--- src/rtl/crossing_gate_controller.sv ---
// Per-crossing warning/gate sequencer: lights, gate motor commands and limit-switch
// supervision with movement timeouts and a sticky fail-safe fault state.
module crossing_gate_controller #(
  parameter int unsigned WARN_CYCLES  = 1000,
  parameter int unsigned MOVE_TIMEOUT = 5000,
  parameter int unsigned CLEAR_CYCLES = 500,
  parameter int unsigned BLINK_CYCLES = 250,
  parameter int unsigned CNT_W        = 16
) (
  input  logic       clk,
  input  logic       rst,
  input  logic       train_detected,
  input  logic       train_exited,
  input  logic [1:0] weather_mode,
  input  logic       gate_down_limit,
  input  logic       gate_up_limit,
  input  logic       fault_clr,
  output logic       warning_active,
  output logic       lights_flash,
  output logic       gate_lower,
  output logic       gate_raise,
  output logic       crossing_closed,
  output logic       fault,
  output logic [2:0] state
);

  typedef enum logic [2:0] {
    S_IDLE     = 3'd0,
    S_WARN     = 3'd1,
    S_LOWERING = 3'd2,
    S_CLOSED   = 3'd3,
    S_CLEARING = 3'd4,
    S_RAISING  = 3'd5,
    S_FAULT    = 3'd6
  } state_t;

  localparam logic [CNT_W-1:0] L_WARN  = CNT_W'(WARN_CYCLES);
  localparam logic [CNT_W-1:0] L_MOVE  = CNT_W'(MOVE_TIMEOUT);
  localparam logic [CNT_W-1:0] L_CLEAR = CNT_W'(CLEAR_CYCLES);
  localparam logic [CNT_W-1:0] L_BLINK = CNT_W'(BLINK_CYCLES - 1);

  state_t           r_state;
  state_t           w_next;
  logic [CNT_W-1:0] r_timer;
  logic [CNT_W-1:0] w_timer_next;
  logic [CNT_W-1:0] w_warn_load;
  logic [CNT_W-1:0] r_blink_cnt;
  logic             r_blink_phase;
  logic             w_expired;
  logic             w_both_limits;

  // A load of N keeps the FSM in the timed state for exactly N cycles, so expiry
  // is taken on the cycle the timer would decrement to zero.
  assign w_expired     = (r_timer <= CNT_W'(1));
  assign w_both_limits = gate_down_limit & gate_up_limit;
  assign w_warn_load   = L_WARN * (CNT_W'(weather_mode) + CNT_W'(1));

  always_comb begin
    w_next       = r_state;
    w_timer_next = (r_timer == '0) ? '0 : r_timer - CNT_W'(1);
    if (r_state != S_IDLE && w_both_limits) begin
      w_next = S_FAULT;
    end else begin
      unique case (r_state)
        S_IDLE: begin
          if (train_detected) begin
            w_next       = S_WARN;
            w_timer_next = w_warn_load;
          end
        end
        S_WARN: begin
          if (w_expired) begin
            w_next       = S_LOWERING;
            w_timer_next = L_MOVE;
          end
        end
        S_LOWERING: begin
          if (gate_down_limit) begin
            w_next = S_CLOSED;
          end else if (w_expired) begin
            w_next = S_FAULT;
          end
        end
        S_CLOSED: begin
          if (!gate_down_limit) begin
            w_next = S_FAULT;
          end else if (train_exited && !train_detected) begin
            w_next       = S_CLEARING;
            w_timer_next = L_CLEAR;
          end
        end
        S_CLEARING: begin
          if (train_detected) begin
            w_next = S_CLOSED;
          end else if (w_expired) begin
            w_next       = S_RAISING;
            w_timer_next = L_MOVE;
          end
        end
        S_RAISING: begin
          if (gate_up_limit) begin
            w_next = S_IDLE;
          end else if (train_detected) begin
            w_next       = S_LOWERING;
            w_timer_next = L_MOVE;
          end else if (w_expired) begin
            w_next = S_FAULT;
          end
        end
        S_FAULT: begin
          if (fault_clr && !train_detected) begin
            w_next       = S_RAISING;
            w_timer_next = L_MOVE;
          end
        end
        default: w_next = S_FAULT;
      endcase
    end
  end

  always_ff @(posedge clk) begin
    if (rst) begin
      r_state <= S_IDLE;
      r_timer <= '0;
    end else begin
      r_state <= w_next;
      r_timer <= w_timer_next;
    end
  end

  // Held at phase 0 while idle, so every warning sequence starts dark.
  always_ff @(posedge clk) begin
    if (rst || r_state == S_IDLE) begin
      r_blink_cnt   <= '0;
      r_blink_phase <= 1'b0;
    end else if (r_blink_cnt >= L_BLINK) begin
      r_blink_cnt   <= '0;
      r_blink_phase <= ~r_blink_phase;
    end else begin
      r_blink_cnt <= r_blink_cnt + CNT_W'(1);
    end
  end

  always_comb begin
    warning_active  = (r_state != S_IDLE);
    lights_flash    = (r_state != S_IDLE) & r_blink_phase;
    gate_lower      = (r_state == S_LOWERING) || (r_state == S_CLOSED) ||
                      (r_state == S_CLEARING) || (r_state == S_FAULT);
    gate_raise      = (r_state == S_RAISING);
    crossing_closed = (r_state == S_CLOSED) || (r_state == S_CLEARING);
    fault           = (r_state == S_FAULT);
    state           = r_state;
  end

endmodule

--- config.mk ---
export PLATFORM = sky130hd
export DESIGN_NAME = crossing_gate_controller
export DESIGN_NICKNAME = d
export VERILOG_FILES = /design/src/rtl/crossing_gate_controller.sv
export SDC_FILE = /design/constraint.sdc
export NUM_CORES = 1
export LEC_CHECK = 0
export ABC_AREA = 1
export BUFFER_PORTS_ARGS = -buffer_cell sky130_fd_sc_hd__buf_4
export CELL_PAD_IN_SITES_DETAIL_PLACEMENT = 2
export CELL_PAD_IN_SITES_GLOBAL_PLACEMENT = 2
export CORE_AREA = 2 2 89 91
export CTS_CLUSTER_DIAMETER = 120
export DETAILED_ROUTE_END_ITERATION = 10
export DIE_AREA = 0 0 91 93
export GPL_TIMING_DRIVEN = 0
export PLACE_DENSITY_LB_ADDON = 0.1
export SLEW_MARGIN = 10
export SYNTH_ARGS = -nofsm -noshare
export SYNTH_HDL_FRONTEND = slang
export SYNTH_SLANG_ARGS = --single-unit
export TNS_END_PERCENT = 5
--- constraint.sdc ---
create_clock -name clk -period 3.25 [get_ports clk]
set_input_delay 0.65 -clock clk [delete_from_list [all_inputs] [get_ports clk]]
set_output_delay 0.65 -clock clk [all_outputs]
set_load 0.02 [all_outputs]
# Word-level counts from Yosys, hierarchy flattened
# Cells that the tools add are included.
[totals]
romBits = 0
latchBits = 0
elab_cells = 70
mem_bits_rw = 0
ff_bits = 36
mem_count = 0
[op_classes]
n_div = 0
shift = 0
multipliers = 1
bitwise_logic = 3
reduce_logical = 16
addsub = 3
n_mux = 24
n_eq_ne = 16
n_lt_le_gt_ge = 2
[ops]
columns = ["operator", "n"]
rows = [
  ["$mux 16", 10],
  ["$pmux 16 s6", 1],
  ["$mux 3", 12],
  ["$pmux 3 s7", 1],
  ["$add 16x1->16 const B", 1],
  ["$ge 16x8->1 const B", 1],
  ["$le 16x1->1 const B", 1],
  ["$logic_not 16->1", 1],
  ["$sub 16x1->16 const B", 1],
  ["$ne 3x3->1 const B", 4],
  ["$mul 7x3->10 const A", 1],
  ["$reduce_and 5->1", 2],
  ["$eq 3x3->1 const B", 3],
  ["$ne 4x4->1 const B", 2],
  ["$eq 3x2->1 const B", 2],
  ["$logic_or 1x1->1", 5],
  ["$ne 2x2->1 const B", 2],
  ["$reduce_or 2->1", 2],
  ["$add 2x1->3 const B", 1],
  ["$eq 3x1->1 const B", 1],
  ["$logic_and 1x1->1", 3],
  ["$logic_not 3->1", 1],
  ["$ne 3x1->1 const B", 1],
  ["$reduce_bool 3->1", 1],
  ["4 further kinds", 5],
]

# Longest topological paths before layout
# Gate-level depths: netlist of the first run.
[depth]
depth_word = 6
ltp_mapped = 13
mapped_depth_nobuf = 13

# Worst setup path after synthesis of the first run
# OpenSTA, ideal clock, no wires.
[synth_timing]
path_kind = "input port to flip-flop"
from = "input weather_mode[0]"
to = "register r_timer[12]"
t_arrival_ns = 2.332
cell_stages = 13
setup_slack_ns = 0.809
n_path_buf = 0
required_ns = 3.141
cell_sequence = "inv_1 ha_1 xnor2_1 ha_1 fa_1 a21oi_1 nand2_1 nand2_1 nand3_1 nor2_1 nand3_1 nand2_1 inv_1"
[synth_between]
elab_chain_len = 5
[synth_rtl]
columns = ["item", "line", "text"]
rows = [
  ["start: declaration", "14", "input logic [1:0] weather_mode,"],
  ["$add 2x1->3", "56", "assign w_warn_load = L_WARN * (CNT_W'(weather_mode) + CNT_W'(1));"],
  ["$mul 7x3->10", "56", ""],
  ["$mux 16", "66", "if (train_detected) begin"],
  ["$pmux 16 s6", "64", "unique case (r_state)"],
  ["$mux 16", "61", "if (r_state != S_IDLE && w_both_limits) begin"],
  ["end signal: assignment", "127", "r_timer <= w_timer_next;"],
  ["end: declaration", "44", "logic [CNT_W-1:0] r_timer;"],
]
# No other way between the ends.
# A chain may end at the register's enable or synchronous reset.

# Worst setup path after layout of the first run
# Same ends and word-level chain as after synthesis.

==> flow_summary_export.csv, run 1 <==
group,metric,value,unit
outcome,outcome,"finished, final reports clean",
setup_path,r2r-start,"r_timer[0]",
global_routing,grt-ovfl-total,0,
clock_tree,cts_resized,0,
final_layout,drive_gt1_frac,0.192,
power_and_ir_drop,p_total,2.67,mW
clock_tree,clk_pin_slew,0.08,ns
setup_path,critPathLaunchType,"primary input",
sta,maxClockFrequency,391,MHz
power_and_ir_drop,switching_power,1.31,mW
placed_design,hpwl,5920,um
synthesis,syn-instance-count,364,
sta,hold_viol_final,0,
power_and_ir_drop,combPwrFrac,0.600,
die,coreArea,0.00753,mm2
sta,rsz0062_at_grt,"no",
power_and_ir_drop,ir_drop,0.303,mV
clock_tree,cts_tree,"built",
drt,dr.pass1.iters,4,
sta,fin_crit_sh,0.787,
drt,vias,2317,
power_and_ir_drop,power.internal,1.36,mW
setup_path,path_cells,"buf_4 -> inv_1 -> ha_1 -> xnor2_1 -> ha_1 -> fa_1 -> a21oi_1 -> nand2_1 -> nand2_1 -> nand3_1 -> nor2_1 -> nand3_1 -> nand2_1 -> inv_1",
synthesis,yosysUniqueCellTypes,36,
die,start_util,0.327,
die,die_y,93,um
power_and_ir_drop,p_sw_frac,0.492,
final_layout,final_core_util,0.381,
power_and_ir_drop,power_frac_clock,0.163,
placed_design,gp_congestion,0.784,
setup_path,max_stage_delay,0.45,ns
sta,timing.hold.ws,0.454,ns
synthesis,ys.flop_type,"dfxtp_1",
placed_design,numPortBuffers,17,
final_layout,area_growth,16.6,%
drt,route.detailed.drc,0,
die,io-pin-count,18,
sta,drv_slew,0,
synthesis,ys_top_cells_by_area,"dfxtp_1, nand2_1, nor2_1",
die,rows,32,
drt,antenna_left,0,
setup_path,ff2ff_setup_slack,1.43,ns
synthesis,ys_seq_area_frac,0.293,
drt,drt_wl_total,7130,um
drt,wl_per_cell,14.3,um
placed_design,pre_cts_ws,0.376,ns
final_layout,nets,418,
clock_tree,ctsRootBufferMaster,"clkbuf_8",
setup_path,path_max_fanout,6,
global_routing,grt_max_degree,12,
setup_path,crit_buf_inv,3,
synthesis,syn_area_per_cell,6.77,um2
synthesis,netlist.area_leader.share,0.293,
clock_tree,cts.sinks,36,
global_routing,grtUsageTotal,0.182,
synthesis,yosys_register_bits,36,
clock_tree,cts_buffer_depth,2,
clock_tree,clk_latency,0.29,ns
setup_path,crit_cells,14,
die,die_area,0.00846,mm2
min_path,hold_class,"reg -> reg",
setup_path,crit_top_cell,"nand2_1",
synthesis,synth_top_area_cell,"dfxtp_1",
sta,setup_viol,0,
final_layout,diodes,0,
setup_path,crit_end,"r_timer[12]",
drt,drtIter0Drc,61,
setup_path,cpMaxStageDelayCell,"fa_1",
setup_path,cp.arrival,2.74,ns
synthesis,yosys_warnings,0,
final_layout,fillers,968,
clock_tree,cts_made_buffers,5,
setup_path,rr_worst_depth,12,
sta,min_period,2.56,ns
die,fp.dieW,91,um
sta,skew,0.00894,ns
sta,setup_slack,0.693,ns
synthesis,async_flop_share,0,
flow_run,drv_cap,0,
final_layout,layout_common_cells,"nand2_1, nor2_1, dfxtp_1, inv_1, nand3_1",
clock_tree,cts_max_level,2,
clock_tree,post_cts_buffers,0,
setup_path,crit_type,"in -> reg",
global_routing,grt_pass1_wl,12300,um
setup_path,setup.worst_path.end_class,"flop",
power_and_ir_drop,power_density,928,mW/mm2
synthesis,synth-edff-count,0,
setup_path,critical_path.startpoint,"weather_mode[0]",
setup_path,r2r_end,"r_timer[12]",
clock_tree,ctsHoldBuffers,0,
synthesis,synth_area,0.00246,mm2
final_layout,final_common_cell,"nand2_1",
setup_path,crit_required,3.44,ns
global_routing,grt_pass1_vias,2576,
drt,vias_per_cell,4.65,
sta,fin_setup_tns,0,ns
power_and_ir_drop,seq_power_share,0.238,
global_routing,antenna_found_initial,0,
setup_path,cp_top_family,"adder cells",
power_and_ir_drop,leakagePower,1.44,nW
-- per-layer routing --
layer  global-route usage  vias to the layer above  routed length (um)
met1                0.227                     1099                3370
met3               0.0169                        4                  81
li1                     -                     1196                   -
met2                0.337                       18                3620
met5                    0                        -                   0
met4               0.0417                        0                  53
-- Yosys cell counts, types with 3 or more instances --
cell type	n
a21oi_1	17
nand2_4	5
inv_1	33
nand3b_1	3
nand3_2	3
inv_2	13
nand4_1	5
xnor2_1	7
xor2_1	10
nand2_2	7
or2_2	3
nor4_1	3
nand3_1	28
nand2_1	81
dfxtp_1	36
o21ai_0	5
nor2_2	8
ha_1	13
nor2_1	59
o21ai_1	3
-- sequential cells by signal (all words and copies together) (netlist names) --
register       cells
r_blink_cnt       16
r_blink_phase      1
r_timer           16
state              3
-- cell families (layout without fill, tap and decap cells) --
logic type,after synthesis,in the layout,share of synthesized area
AO/OA/AOI/OAI,32,32,0.0726
XOR/XNOR,17,17,0.0604
adder cells (fa/ha/maj),14,14,0.0742
buffers and inverters,51,76,0.0828
flip-flops,36,36,0.293
other,1,8,0.00152
AND/OR/NAND/NOR,213,213,0.416
-- stage by stage --
stage	instances	instance area [um2]
detailed placement	490	2750
finish	498	2870
global route	498	2870
floorplan	371	2490
CTS	498	2870
global placement	490	2750
-- final cells by class --
class                   count  area [um2]  area share
repair buffers             17         128      0.0444
clock inverters             1        30.0      0.0105
clock buffers               7        96.3      0.0336
plain buffers               4        25.0     0.00871
well taps                 102         128      0.0444
multi-input cells         284        1570       0.545
inverters                  47         179      0.0623
flip-flops and latches     36         721       0.251
-- worst register-to-register path: stages (launching register included) --
cell	delay [ns]
dfxtp_1	0.37
inv_1	0.07
ha_1	0.27
nand2_4	0.14
nor2_8	0.07
nand2_4	0.12
nand2_1	0.09
nand2_1	0.17
nand3_1	0.10
nor2_1	0.13
nand3_1	0.09
nand2_1	0.06
inv_1	0.04
-- power groups by stage --
| stage | Sequential (mW) | Clock [mW] | Combinational (mW) |
|---|---|---|---|
| after global placement | 0.638 | 0 | 1.56 |
| after floorplan | 0.637 | 0 | 1.17 |
| after CTS | 0.635 | 0.451 | 1.63 |
| final | 0.633 | 0.434 | 1.60 |
| after detailed placement | 0.643 | 0 | 1.61 |
| after global routing | 0.649 | 0.464 | 1.82 |
-- worst min-delay path by stage --
stage / startpoint / cells after the start / endpoint
6_report: r_timer[0] / 1 / r_timer[0]
5_1_grt: r_timer[0] / 1 / r_timer[0]
4_1_cts: r_timer[0] / 1 / r_timer[0]
3_5_place_dp: r_timer[0] / 1 / r_timer[0]
3_3_place_gp: r_timer[0] / 1 / r_timer[0]
2_1_floorplan: r_timer[0] / 1 / r_timer[0]
Note: power is estimated with default switching activity, not from simulation.
==> inputs of run 2 (changes only) <==
==> constraint.sdc (replaced) <==
create_clock -name clk -period 2.4 [get_ports clk]
set_input_delay 0.48 -clock clk [delete_from_list [all_inputs] [get_ports clk]]
set_output_delay 0.48 -clock clk [all_outputs]
set_load 0.02 [all_outputs]
==> flow_summary_export.csv, run 2 (synthesis results as in run 1) <==
group,metric,value,unit
clock_tree,cts_resized,0,
global_routing,grt_pass1_wl,12300,um
drt,vias_per_cell,4.66,
die,die_area,0.00846,mm2
die,die_y,93,um
global_routing,grt_max_degree,12,
setup_path,setup.worst_path.end_class,"flop",
final_layout,final_core_util,0.383,
setup_path,max_stage_delay,0.39,ns
power_and_ir_drop,p_sw_frac,0.491,
setup_path,cp.arrival,2.45,ns
setup_path,path_max_fanout,6,
final_layout,final_common_cell,"nand2_1",
sta,maxClockFrequency,442,MHz
drt,dr.pass1.iters,4,
outcome,outcome,"finished, final reports clean",
setup_path,crit_cells,14,
drt,drtIter0Drc,64,
global_routing,grtUsageTotal,0.182,
power_and_ir_drop,leakagePower,1.44,nW
sta,min_period,2.26,ns
placed_design,numPortBuffers,17,
power_and_ir_drop,seq_power_share,0.237,
placed_design,pre_cts_ws,-0.304,ns
clock_tree,cts_max_level,2,
placed_design,hpwl,5920,um
sta,fin_crit_sh,0.943,
clock_tree,clk_latency,0.29,ns
power_and_ir_drop,ir_drop,0.410,mV
die,coreArea,0.00753,mm2
setup_path,crit_top_cell,"nand2_1",
global_routing,grt_pass1_vias,2576,
drt,route.detailed.drc,0,
die,rows,32,
min_path,hold_depth,2,
final_layout,design_area,0.00289,mm2
min_path,hold_class,"in -> reg",
sta,drv_slew,0,
clock_tree,ctsHoldBuffers,0,
drt,antenna_left,0,
power_and_ir_drop,power.internal,1.84,mW
final_layout,area_growth,17.2,%
global_routing,antenna_found_initial,0,
sta,skew,0.00894,ns
sta,setup_viol,0,
power_and_ir_drop,power_frac_clock,0.163,
setup_path,critPathLaunchType,"primary input",
sta,hold_viol_final,0,
die,start_util,0.327,
setup_path,cpMaxStageDelayCell,"fa_2",
final_layout,diodes,0,
drt,drt_wl_total,7130,um
clock_tree,cts_buffer_depth,2,
power_and_ir_drop,power_density,1250,mW/mm2
clock_tree,cts_tree,"built",
flow_run,drv_cap,0,
clock_tree,post_cts_buffers,0,
drt,wl_per_cell,14.3,um
power_and_ir_drop,combPwrFrac,0.600,
final_layout,nets,418,
setup_path,crit_required,2.59,ns
setup_path,cp_top_family,"adder cells",
clock_tree,ctsRootBufferMaster,"clkbuf_8",
die,io-pin-count,18,
power_and_ir_drop,switching_power,1.78,mW
sta,setup_slack,0.137,ns
power_and_ir_drop,p_total,3.61,mW
final_layout,drive_gt1_frac,0.197,
setup_path,crit_type,"in -> reg",
sta,timing.hold.ws,0.383,ns
drt,vias,2321,
clock_tree,cts_made_buffers,5,
clock_tree,clk_pin_slew,0.08,ns
setup_path,crit_buf_inv,3,
placed_design,placed_area,0.00275,mm2
placed_design,gp_congestion,0.784,
die,fp.dieW,91,um
clock_tree,cts.sinks,36,
final_layout,layout_common_cells,"nand2_1, nor2_1, dfxtp_1, inv_1, nand3_1",
setup_path,path_cells,"buf_4 -> inv_1 -> ha_4 -> xnor2_1 -> ha_1 -> fa_2 -> a21oi_1 -> nand2_1 -> nand2_1 -> nand3_1 -> nor2_1 -> nand3_1 -> nand2_1 -> inv_1",
setup_path,rr_worst_depth,12,
global_routing,grt-ovfl-total,0,
[run 2: cell count changes in the layout (fill, tap and decap cells not counted)]
cell	change
ha_4	+1
fa_1	-1
fa_2	+1
ha_1	-1
[run 2: power by group through the flow]
stage                     clock network (mW)  registers [mW]  logic, mW
after detailed placement                   0           0.871       2.18
after global placement                     0           0.864       2.11
after floorplan                            0           0.862       1.59
after CTS                              0.611           0.860       2.21
final                                  0.588           0.858       2.17
after global routing                   0.629           0.880       2.47
[run 2: metrics by stage]
step	instances	setup TNS, ns
global placement	490	-0.628
global route	498	-0.00601
CTS	498	0
finish	498	0
detailed placement	490	-0.679
floorplan	371	0
[run 2: worst paths after layout]
path	slack, ns	from	endpoint
max	0.14	weather_mode[0]	r_timer[12]
min	0.38	rst	r_timer[5]
max reg2reg	0.58	r_timer[0]	r_timer[12]
min reg2reg	0.45	r_timer[0]	r_timer[0]
[run 2: metal layers]
metal	vias to the layer above	wire length [um]	track usage	part of all wire
met5	-	0	0	0
met3	4	81	0.0169	0.011
met1	1102	3370	0.227	0.47
li1	1197	-	-	-
met4	0	53	0.0417	0.0074
met2	18	3630	0.337	0.51
[run 2: layout make-up]
type	count	area [um2]
Clock buffer	7	96.3
Timing Repair Buffer	17	128
Clock inverter	1	30.0
Fill cell	965	4640
Buffer	4	25.0
Multi-Input combinational cell	284	1580
Tap cell	102	128
Inverter	47	179
Sequential cell	36	721
==> inputs of run 3 (changes only) <==
--- a/config.mk
+++ b/config.mk
@@ -5,14 +5,13 @@
 export SDC_FILE = /design/constraint.sdc
 export NUM_CORES = 1
 export LEC_CHECK = 0
-export ABC_AREA = 1
 export BUFFER_PORTS_ARGS = -buffer_cell sky130_fd_sc_hd__buf_4
 export CELL_PAD_IN_SITES_DETAIL_PLACEMENT = 2
 export CELL_PAD_IN_SITES_GLOBAL_PLACEMENT = 2
-export CORE_AREA = 2 2 89 91
+export CORE_AREA = 2 2 85 87
 export CTS_CLUSTER_DIAMETER = 120
 export DETAILED_ROUTE_END_ITERATION = 10
-export DIE_AREA = 0 0 91 93
+export DIE_AREA = 0 0 87 89
 export GPL_TIMING_DRIVEN = 0
 export PLACE_DENSITY_LB_ADDON = 0.1
 export SLEW_MARGIN = 10
==> flow_summary_export.csv, run 3 <==
group,metric,value,unit
clock_tree,clk_latency,0.29,ns
synthesis,synth_area,0.00237,mm2
clock_tree,clk_pin_slew,0.07,ns
drt,drt_wl_total,7560,um
die,die_y,89,um
global_routing,grt_max_degree,13,
final_layout,area_growth,18.0,%
sta,worst_pin_slew,0.693,ns
synthesis,syn-instance-count,288,
power_and_ir_drop,power_frac_clock,0.154,
synthesis,yosysMostFrequentCell,"dfxtp_1",
synthesis,synth_top_area_cell,"dfxtp_1",
sta,maxSlewHeadroom,0.538,
sta,fin_crit_sh,0.983,
sta,fin_setup_tns,0,ns
setup_path,path_max_fanout,6,
placed_design,placed_area,0.00263,mm2
setup_path,critical_path.startpoint,"weather_mode[0]",
final_layout,seq_area,722,um2
final_layout,drive_gt1_frac,0.158,
setup_path,r2r-start,"r_timer[6]",
clock_tree,cts_made_buffers,5,
setup_path,crit_type,"in -> reg",
power_and_ir_drop,combPwrFrac,0.591,
clock_tree,cts_tree,"built",
outcome,outcome,"finished, final reports clean",
die,rows,30,
placed_design,hpwl,5790,um
synthesis,netlist.area_leader.share,0.305,
setup_path,setup.worst_path.end_class,"flop",
synthesis,ys_seq_area_frac,0.305,
sta,timing.hold.ws,0.480,ns
drt,vias_per_cell,5.64,
drt,route.detailed.drc,0,
clock_tree,cts_buffer_depth,2,
placed_design,numPortBuffers,17,
drt,wl_per_cell,18.8,um
setup_path,crit_required,2.54,ns
min_path,holdCritStartpoint,"r_timer[0]",
synthesis,syn_area_per_cell,8.22,um2
synthesis,async_flop_share,0,
placed_design,gp_congestion,0.798,
die,fp.dieW,87,um
final_layout,final_core_util,0.416,
sta,maxClockFrequency,424,MHz
drt,drtIter0Drc,59,
power_and_ir_drop,p_total,3.50,mW
power_and_ir_drop,seq_power_share,0.255,
final_layout,diodes,0,
final_layout,nets,344,
final_layout,multi_input_area,0.00160,mm2
power_and_ir_drop,p_sw_frac,0.478,
synthesis,yosys_warnings,0,
synthesis,ys_top_cells_by_area,"dfxtp_1, ha_1, xnor2_1",
clock_tree,ctsRootBufferMaster,"clkbuf_8",
die,die_area,0.00774,mm2
final_layout,final_common_cell,"dfxtp_1",
clock_tree,ctsHoldBuffers,0,
sta,rsz0062_at_grt,"yes",
sta,min_period,2.36,ns
power_and_ir_drop,ir_drop,0.470,mV
setup_path,cp.arrival,2.50,ns
power_and_ir_drop,power.internal,1.83,mW
synthesis,yosys_register_bits,36,
flow_run,drv_cap,0,
drt,antenna_left,0,
global_routing,grt_pass1_wl,12200,um
power_and_ir_drop,power_density,1250,mW/mm2
die,coreArea,0.00672,mm2
synthesis,yosys-top-cells-count,"dfxtp_1, nor2_1, nand2_1",
die,start_util,0.352,
global_routing,grtUsageTotal,0.206,
clock_tree,cts.sinks,36,
power_and_ir_drop,switching_power,1.67,mW
setup_path,critPathLaunchType,"primary input",
final_layout,design_area,0.00279,mm2
final_layout,fillers,787,
global_routing,grt-ovfl-total,0,
min_path,hold_class,"reg -> reg",
final_layout,layout_common_cells,"dfxtp_1, nor2_1, buf_4, nand2_1, a21oi_1",
sta,skew,0.00636,ns
global_routing,antenna_found_initial,0,
power_and_ir_drop,leakagePower,1.10,nW
sta,hold_viol_final,0,
die,io-pin-count,18,
synthesis,synth-edff-count,0,
sta,setup_viol,0,
synthesis,ys.flop_type,"dfxtp_1",
clock_tree,cts_max_level,2,
drt,dr.pass1.iters,4,
synthesis,yosysUniqueCellTypes,62,
global_routing,grt_pass1_vias,2344,
drt,vias,2266,
sta,drv_slew,0,
## run 3: timing repair
item / in CTS / in global routing
gates cloned: 0 / 0
buffers inserted: 0 / 2
setup endpoints to repair: 6 / 5
resized for setup: 5 / 4
pin swaps: 0 / 1
## run 3: cell families after synthesis
kind of cell	count (synthesis)	share of synthesized area
and+or+nand+nor	116	0.266
AOI/OAI and AO/OA	69	0.210
DFF	36	0.305
buffers and inverters	28	0.0476
xor gates and xnor gates	19	0.0703
adders and majority gates	16	0.0857
muxes	3	0.0137
other	1	0.00158
## run 3: layout make-up
| class | count | area share |
|---|---|---|
| Multi-Input combinational cell | 231 | 0.572 |
| Sequential cell | 36 | 0.259 |
| Timing Repair Buffer | 19 | 0.0511 |
| Tap cell | 80 | 0.0358 |
| Clock buffer | 5 | 0.0246 |
| Buffer | 13 | 0.0215 |
| Inverter | 15 | 0.0215 |
| Clock inverter | 3 | 0.0152 |
## run 3: final timing paths
check                 to  slack (ns)  cells past startpoint
max reg2reg   r_timer[5]        0.13                      5
min           r_timer[0]        0.48                      1
max          r_timer[12]        0.04                     10
min reg2reg   r_timer[0]        0.48                      1
## run 3: critical path: stages
cell and delay [ns]:
buf_4 0.13, clkinvlp_4 0.12, ha_4 0.27, xnor2_1 0.12
ha_1 0.24, fa_2 0.43, a221oi_4 0.27, o211ai_1 0.11
o31ai_1 0.21, a21oi_1 0.10
## run 3: per-layer routing
layer | up-vias | share of wire | global-route usage
met1 | 1116 | 0.42 | 0.246
met2 | 35 | 0.52 | 0.381
met3 | 14 | 0.030 | 0.0314
met4 | 0 | 0.024 | 0.0582
met5 | - | 0 | 0
li1 | 1101 | - | -
## run 3: power by group through the flow
stage	clock network, mW	registers, mW	logic (mW)
floorplan	0	0.890	1.44
global placement	0	0.892	1.99
detailed placement	0	0.906	2.04
CTS	0.557	0.893	2.08
global route	0.582	0.915	2.28
finish	0.539	0.893	2.07
## run 3: metrics by stage
step                setup slack (ns)  cells
floorplan                     0.0562    295
global placement              -0.319    392
detailed placement            -0.351    392
CTS                           0.0137    400
global route                 -0.0421    402
finish                        0.0414    402
